`config.mk`:
```
export PLATFORM = sky130hd
export DESIGN_NAME = dmem_arbiter_flat
export DESIGN_NICKNAME = d
export VERILOG_FILES = /design/src/rtl/dmem_arbiter_if.sv /design/src/rtl/dmem_arbiter.sv /design/src/flat_wrapper.sv
export SDC_FILE = /design/constraint.sdc
export NUM_CORES = 1
export LEC_CHECK = 0
export ABC_CLOCK_PERIOD_IN_PS = 1930
export CORE_AREA = 4 4 115 117
export CTS_BUF_LIST = sky130_fd_sc_hd__clkbuf_4
export CTS_CLUSTER_SIZE = 16
export DETAILED_ROUTE_END_ITERATION = 8
export DIE_AREA = 0 0 119 121
export SLEW_MARGIN = 20
export SYNTH_ARGS = -nofsm -noshare
export SYNTH_HDL_FRONTEND = slang
export SYNTH_SLANG_ARGS = --single-unit
```
`constraint.sdc`:
```
create_clock -name clk_in -period 1.93 [get_ports clk_in]
set_input_delay 0.2895 -clock clk_in [delete_from_list [all_inputs] [get_ports clk_in]]
set_output_delay 0.2895 -clock clk_in [all_outputs]
set_load 0.1 [all_outputs]
```
`src/rtl/dmem_arbiter_if.sv`:
```
// Bus bundle between the CPU data port, the DMA/debug port and dmem.
// slave: the arbiter's view; master: the surrounding requesters + memory.
interface dmem_arbiter_if #(
   parameter int ADDR_W = 32,
   parameter int DATA_W = 32
);
   logic              cpu_cs;
   logic              cpu_r;
   logic              cpu_w;
   logic [ADDR_W-1:0] cpu_addr;
   logic [DATA_W-1:0] cpu_wdata;
   logic [DATA_W-1:0] cpu_rdata;
   logic              cpu_stall;

   logic              dma_req;
   logic              dma_we;
   logic [ADDR_W-1:0] dma_addr;
   logic [DATA_W-1:0] dma_wdata;
   logic [DATA_W-1:0] dma_rdata;
   logic              dma_ack;

   logic              mem_cs;
   logic              mem_r;
   logic              mem_w;
   logic [ADDR_W-1:0] mem_addr;
   logic [DATA_W-1:0] mem_wdata;
   logic [DATA_W-1:0] mem_rdata;

   modport slave (
      input  cpu_cs, cpu_r, cpu_w, cpu_addr, cpu_wdata,
      output cpu_rdata, cpu_stall,
      input  dma_req, dma_we, dma_addr, dma_wdata,
      output dma_rdata, dma_ack,
      output mem_cs, mem_r, mem_w, mem_addr, mem_wdata,
      input  mem_rdata
   );

   modport master (
      output cpu_cs, cpu_r, cpu_w, cpu_addr, cpu_wdata,
      input  cpu_rdata, cpu_stall,
      output dma_req, dma_we, dma_addr, dma_wdata,
      input  dma_rdata, dma_ack,
      input  mem_cs, mem_r, mem_w, mem_addr, mem_wdata,
      output mem_rdata
   );
endinterface

```
`src/rtl/dmem_arbiter.sv`:
```
// Single-port dmem arbiter: CPU has priority, DMA is guaranteed progress by a
// starvation counter that forces a bounded DMA burst.
module dmem_arbiter #(
   parameter int ADDR_W   = 32,
   parameter int DATA_W   = 32,
   parameter int MAX_WAIT = 4,
   parameter int BURST    = 4
) (
   input  logic           clk_in,
   input  logic           reset,
   dmem_arbiter_if.slave  bus
);

   localparam logic [3:0] LP_MAX_WAIT = 4'(MAX_WAIT);
   localparam logic [3:0] LP_BURST    = 4'(BURST);

   typedef enum logic {CPU_PRI, DMA_BURST} mode_t;

   mode_t             r_mode;
   mode_t             w_mode_nxt;
   logic [3:0]        r_wait_cnt;
   logic [3:0]        r_burst_cnt;
   logic [3:0]        w_wait_nxt;
   logic [3:0]        w_burst_nxt;
   logic [3:0]        w_wait_eff;
   logic              w_burst_go;
   logic              w_gnt_cpu;
   logic              w_gnt_dma;
   logic [ADDR_W-1:0] w_mem_addr;
   logic [DATA_W-1:0] w_mem_wdata;

   // State register: mode and both counters, synchronous active-low reset.
   always_ff @(posedge clk_in) begin
      if (!reset) begin
         r_mode      <= CPU_PRI;
         r_wait_cnt  <= '0;
         r_burst_cnt <= '0;
      end else begin
         r_mode      <= w_mode_nxt;
         r_wait_cnt  <= w_wait_nxt;
         r_burst_cnt <= w_burst_nxt;
      end
   end

   // Next-state and grant decision; an ended burst falls back to CPU-priority
   // arbitration with the wait counter treated as zero for this cycle.
   always_comb begin
      w_gnt_cpu   = 1'b0;
      w_gnt_dma   = 1'b0;
      w_mode_nxt  = CPU_PRI;
      w_wait_nxt  = '0;
      w_burst_nxt = '0;
      w_burst_go  = (r_mode == DMA_BURST) && bus.dma_req && (r_burst_cnt < LP_BURST);
      w_wait_eff  = (r_mode == CPU_PRI) ? r_wait_cnt : '0;
      if (w_burst_go) begin
         w_gnt_dma   = 1'b1;
         w_mode_nxt  = DMA_BURST;
         w_burst_nxt = r_burst_cnt + 4'd1;
      end else if (bus.cpu_cs && !bus.dma_req) begin
         w_gnt_cpu = 1'b1;
      end else if (!bus.cpu_cs && bus.dma_req) begin
         w_gnt_dma = 1'b1;
      end else if (bus.cpu_cs && bus.dma_req) begin
         if (w_wait_eff < LP_MAX_WAIT) begin
            w_gnt_cpu  = 1'b1;
            w_wait_nxt = w_wait_eff + 4'd1;
         end else begin
            w_gnt_dma   = 1'b1;
            w_mode_nxt  = DMA_BURST;
            w_burst_nxt = 4'd1;
         end
      end
   end

   // Output routing from the grant; everything idles while reset is low.
   always_comb begin
      bus.mem_cs    = 1'b0;
      bus.mem_r     = 1'b0;
      bus.mem_w     = 1'b0;
      w_mem_addr    = '0;
      w_mem_wdata   = '0;
      bus.cpu_rdata = '0;
      bus.dma_rdata = '0;
      bus.cpu_stall = 1'b0;
      bus.dma_ack   = 1'b0;
      if (reset) begin
         if (w_gnt_cpu) begin
            bus.mem_cs    = 1'b1;
            bus.mem_r     = bus.cpu_r;
            bus.mem_w     = bus.cpu_w;
            w_mem_addr    = bus.cpu_addr;
            w_mem_wdata   = bus.cpu_wdata;
            bus.cpu_rdata = bus.mem_rdata;
         end else if (w_gnt_dma) begin
            bus.mem_cs    = 1'b1;
            bus.mem_r     = ~bus.dma_we;
            bus.mem_w     = bus.dma_we;
            w_mem_addr    = bus.dma_addr;
            w_mem_wdata   = bus.dma_wdata;
            bus.dma_rdata = bus.mem_rdata;
            bus.dma_ack   = 1'b1;
            bus.cpu_stall = bus.cpu_cs;
         end
      end
   end

   assign bus.mem_addr  = w_mem_addr;
   assign bus.mem_wdata = w_mem_wdata;

endmodule

```
`src/flat_wrapper.sv`:
```
// flat-port wrapper written by rule: the top's interface ports become plain ports
module dmem_arbiter_flat 
#(
   parameter int ADDR_W   = 32,
   parameter int DATA_W   = 32,
   parameter int MAX_WAIT = 4,
   parameter int BURST    = 4
)
  (clk_in, reset, bus_cpu_cs, bus_cpu_r, bus_cpu_w, bus_cpu_addr, bus_cpu_wdata, bus_cpu_rdata, bus_cpu_stall, bus_dma_req, bus_dma_we, bus_dma_addr, bus_dma_wdata, bus_dma_rdata, bus_dma_ack, bus_mem_cs, bus_mem_r, bus_mem_w, bus_mem_addr, bus_mem_wdata, bus_mem_rdata);
  dmem_arbiter_if #(.ADDR_W(ADDR_W), .DATA_W(DATA_W)) bus_i ();
  input  logic clk_in;
  input  logic reset;
  input wire logic [$bits(bus_i.cpu_cs)-1:0] bus_cpu_cs;
  input wire logic [$bits(bus_i.cpu_r)-1:0] bus_cpu_r;
  input wire logic [$bits(bus_i.cpu_w)-1:0] bus_cpu_w;
  input wire logic [$bits(bus_i.cpu_addr)-1:0] bus_cpu_addr;
  input wire logic [$bits(bus_i.cpu_wdata)-1:0] bus_cpu_wdata;
  output wire logic [$bits(bus_i.cpu_rdata)-1:0] bus_cpu_rdata;
  output wire logic [$bits(bus_i.cpu_stall)-1:0] bus_cpu_stall;
  input wire logic [$bits(bus_i.dma_req)-1:0] bus_dma_req;
  input wire logic [$bits(bus_i.dma_we)-1:0] bus_dma_we;
  input wire logic [$bits(bus_i.dma_addr)-1:0] bus_dma_addr;
  input wire logic [$bits(bus_i.dma_wdata)-1:0] bus_dma_wdata;
  output wire logic [$bits(bus_i.dma_rdata)-1:0] bus_dma_rdata;
  output wire logic [$bits(bus_i.dma_ack)-1:0] bus_dma_ack;
  output wire logic [$bits(bus_i.mem_cs)-1:0] bus_mem_cs;
  output wire logic [$bits(bus_i.mem_r)-1:0] bus_mem_r;
  output wire logic [$bits(bus_i.mem_w)-1:0] bus_mem_w;
  output wire logic [$bits(bus_i.mem_addr)-1:0] bus_mem_addr;
  output wire logic [$bits(bus_i.mem_wdata)-1:0] bus_mem_wdata;
  input wire logic [$bits(bus_i.mem_rdata)-1:0] bus_mem_rdata;
  assign bus_i.cpu_cs = bus_cpu_cs;
  assign bus_i.cpu_r = bus_cpu_r;
  assign bus_i.cpu_w = bus_cpu_w;
  assign bus_i.cpu_addr = bus_cpu_addr;
  assign bus_i.cpu_wdata = bus_cpu_wdata;
  assign bus_cpu_rdata = bus_i.cpu_rdata;
  assign bus_cpu_stall = bus_i.cpu_stall;
  assign bus_i.dma_req = bus_dma_req;
  assign bus_i.dma_we = bus_dma_we;
  assign bus_i.dma_addr = bus_dma_addr;
  assign bus_i.dma_wdata = bus_dma_wdata;
  assign bus_dma_rdata = bus_i.dma_rdata;
  assign bus_dma_ack = bus_i.dma_ack;
  assign bus_mem_cs = bus_i.mem_cs;
  assign bus_mem_r = bus_i.mem_r;
  assign bus_mem_w = bus_i.mem_w;
  assign bus_mem_addr = bus_i.mem_addr;
  assign bus_mem_wdata = bus_i.mem_wdata;
  assign bus_i.mem_rdata = bus_mem_rdata;
  dmem_arbiter #(.ADDR_W(ADDR_W), .DATA_W(DATA_W), .MAX_WAIT(MAX_WAIT), .BURST(BURST)) u_core (.clk_in(clk_in), .reset(reset), .bus(bus_i));
endmodule
```
==> run metrics <==
mapped cell area=1500 µm²; initial standard-cell utilization of the core=between 10 and 15%; core occupancy in the finished layout=a little over three fifths; area of the core region=approximately 12000 µm²; VDD IR-drop max=around 0.22 mV; number of standard cells after synthesis=roughly 190; CTS tree=done; number of endpoints with negative hold slack in the final report=0; endpoint type of the worst setup path=output port; number of global-route vias before repair=~3200; starting DRC count in detailed routing=47; sequential area share after synthesis=12.0%; path class of the lowest-slack min-delay path=flop to flop; Yosys warning count=0; minimum clock period after layout=~2.2 ns; maximum operating frequency=about 450 MHz; startpoint-to-endpoint class of the critical path=flop to output port; RSZ-0062 raised after global routing=yes; total power=3190 µW; width of the die=119 µm; Rows=a little over 40; clock-pin slew reported for the worst setup and hold paths after clock tree synthesis=~0.060 ns; Sequential cell area=roughly 180 µm²; post-route clock period utilization=116%; Detail Route Antenna Nets=0; CTS sink cnt=9; Mapped Avg Cell Area=~8 µm²; clock buffers created by TritonCTS=3; post-layout worst setup margin=-0.300 ns; post-synthesis sequential element count=9; die footprint=14400 µm²; most frequent cells after synthesis=66 x sky130_fd_sc_hd__a22o_1, 65 x sky130_fd_sc_hd__and2_1, 9 x sky130_fd_sc_hd__buf_2, 9 x sky130_fd_sc_hd__clkbuf_1, 9 x sky130_fd_sc_hd__dfxtp_1; Detailed Routing Iterations Pass 1=4; fill count=roughly 940; Post-synth EDFFs=0; antenna cell count=0; slack of the worst reg-to-reg path=around 0.7 ns; root buffer selected by CTS=sky130_fd_sc_hd__clkbuf_4; Total Wirelength=roughly 14000 µm; maximum capacitance violations=0; maximum count of clock buffers along a single path=2; vias per inst=4.16; y dimension of the die=121 µm; reported leakage power=0.00331 µW; I/O Buffers=between 200 and 300; final weighted congestion in routability-driven placement=around 0.8; library cells used by synthesis=26; Setup Total Neg Slack=-33.51 ns; initial antenna violation count=0; number of hold-repair buffers added at the cts stage=0; type of element launching the critical path=flop; worst setup timing slack at the placement stage=-0.385 ns; power per cell area=~410 nW/µm²; top area cells in the synthesized netlist=sky130_fd_sc_hd__a22o_1 39%, sky130_fd_sc_hd__and2_1 27%, sky130_fd_sc_hd__dfxtp_1 12%, sky130_fd_sc_hd__buf_2 3.0%, sky130_fd_sc_hd__clkbuf_1 2.3%; area taken by multi-input logic gates=between 1500 and 2000 µm²; final number of max-transition violations=0; I/O pins=300; insertion delay to the later sink of the worst-skew pair=0.27 ns; mean routed wirelength per cell=19.7 µm; post-synth top area cell=sky130_fd_sc_hd__a22o_1; CTS H-tree lvls=1; aggregate global routing overflow=0; worst reg2reg startpoint=u_core.r_wait_cnt[2]; Setup crit start=u_core.r_mode; maximum number of pins on one net before global-route repair=22; capture point of the worst path=bus_mem_addr[15]; via count=about 2900; overall fraction of global-route tracks in use=between 10% and 20%; peak fanout along the critical path=5; Setup Skew=approximately 0.0016 ns; most common flop cell mapped by yosys=sky130_fd_sc_hd__dfxtp_1; ratio of cells with drive above 1 in the final layout=between 60% and 70%; arrival time at the worst endpoint=1.94 ns; area overhead of the layout relative to synthesis=415%; final setup vio count=131; data required time of the critical path=1.64 ns; fraction of synthesized cell area taken by the top area cell type=38.5%; share of synthesized registers carrying an async set or reset=0%; most numerous cell in the Yosys netlist=sky130_fd_sc_hd__a22o_1; DRC violations left=0; failing checks=setup timing; end of the worst register-to-register path=u_core.r_wait_cnt[0]; result of the run=finished with violations; wire length of the first global-routing pass=between 15000 and 20000 µm; worst hold slack=between 0.5 and 0.6 ns; worst-case reg-to-reg path depth=5; net total in the final layout=700; Final HPWL DP=10700 µm
## final cells by class
type	count	share of cell area, %
repair buffers	353	68.9
well taps	172	2.79
inverters	3	0.146
clock inverters	1	0.0648
flip-flops and latches	9	2.38
clock buffers	3	0.292
multi-input cells	161	25.4
## stage by stage
stage | cells | instance area [µm²]
3_3_place_gp | 663 | 6840
2_1_floorplan | 193 | 2230
4_1_cts | 691 | 7440
6_report | 702 | 7720
5_1_grt | 702 | 7720
3_5_place_dp | 663 | 6840
## worst min-delay path by stage
stage | startpoint | endpoint | slack (ns) | cells after the start
after CTS | u_core.r_burst_cnt[0] | u_core.r_burst_cnt[0] | 0.56 | 2
after detailed placement | u_core.r_burst_cnt[0] | u_core.r_burst_cnt[0] | 0.55 | 2
after global placement | u_core.r_burst_cnt[0] | u_core.r_burst_cnt[0] | 0.51 | 2
after global routing | u_core.r_burst_cnt[0] | u_core.r_burst_cnt[0] | 0.60 | 2
after floorplan | bus_cpu_cs | u_core.r_mode | 0.46 | 2
final | u_core.r_burst_cnt[0] | u_core.r_burst_cnt[0] | 0.55 | 2
## logic make-up after synthesis
kind of cell	Yosys count	share of synthesized area (%)
flops	9	12.0
xor+xnor	1	0.584
compound gates	73	43.7
simple gates	83	34.5
fa+ha+maj	2	1.67
buf+inv	23	7.26
other cells	1	0.250
## state kept, by name, indices dropped and copies added, names as in the netlist
signal              cells
u_core.r_burst_cnt      4
u_core.r_wait_cnt       4
u_core.r_mode           1
## where the power goes
group,total [µW],switching [µW],internal [µW]
registers,193,2.60,190
clock network,148,71.6,76.7
logic,2850,1550,1290
## cells in the final DEF (no fill, tap or decap), drive strengths merged, types with 2 or more instances in the layout
master / Yosys / final
and3: 2 / 2
conb: 1 / 2
a22o: 66 / 66
a21oi: 3 / 3
nor3: 3 / 3
ha: 2 / 2
nand2: 3 / 3
nand3: 2 / 2
buf: 11 / 178
and2: 65 / 65
nor2b: 3 / 3
dfxtp: 9 / 9
clkdlybuf4s50: 0 / 163
clkbuf: 9 / 11
dlygate4sd2: 0 / 3
inv: 3 / 3
## critical path, cell delays in order (launching register included)
cell and delay [ns]:
sky130_fd_sc_hd__dfxtp_2 0.35, sky130_fd_sc_hd__or3b_4 0.40, sky130_fd_sc_hd__a31oi_4 0.25, sky130_fd_sc_hd__buf_6 0.22
sky130_fd_sc_hd__clkbuf_16 0.17, sky130_fd_sc_hd__a22o_4 0.13, sky130_fd_sc_hd__buf_12 0.16
## what timing repair did
item / 4_1_cts / 5_1_grt
endpoints found under the setup margin: 131 / 131
resized for setup: 41 / 9
setup buffers: 12 / 2
endpoints found under the hold margin: 0 / 0
cloned: 12 / 11
pin swaps: 17 / 20
## routing by layer
layer	wire length (µm)	global-route usage, %	up-vias
li1	-	-	1398
met2	7550	32.7	154
met4	135	2.68	0
met1	5200	19.6	1359
met3	965	4.10	10
met5	0	0	-
No activity file was read; power rests on OpenSTA's default activity.
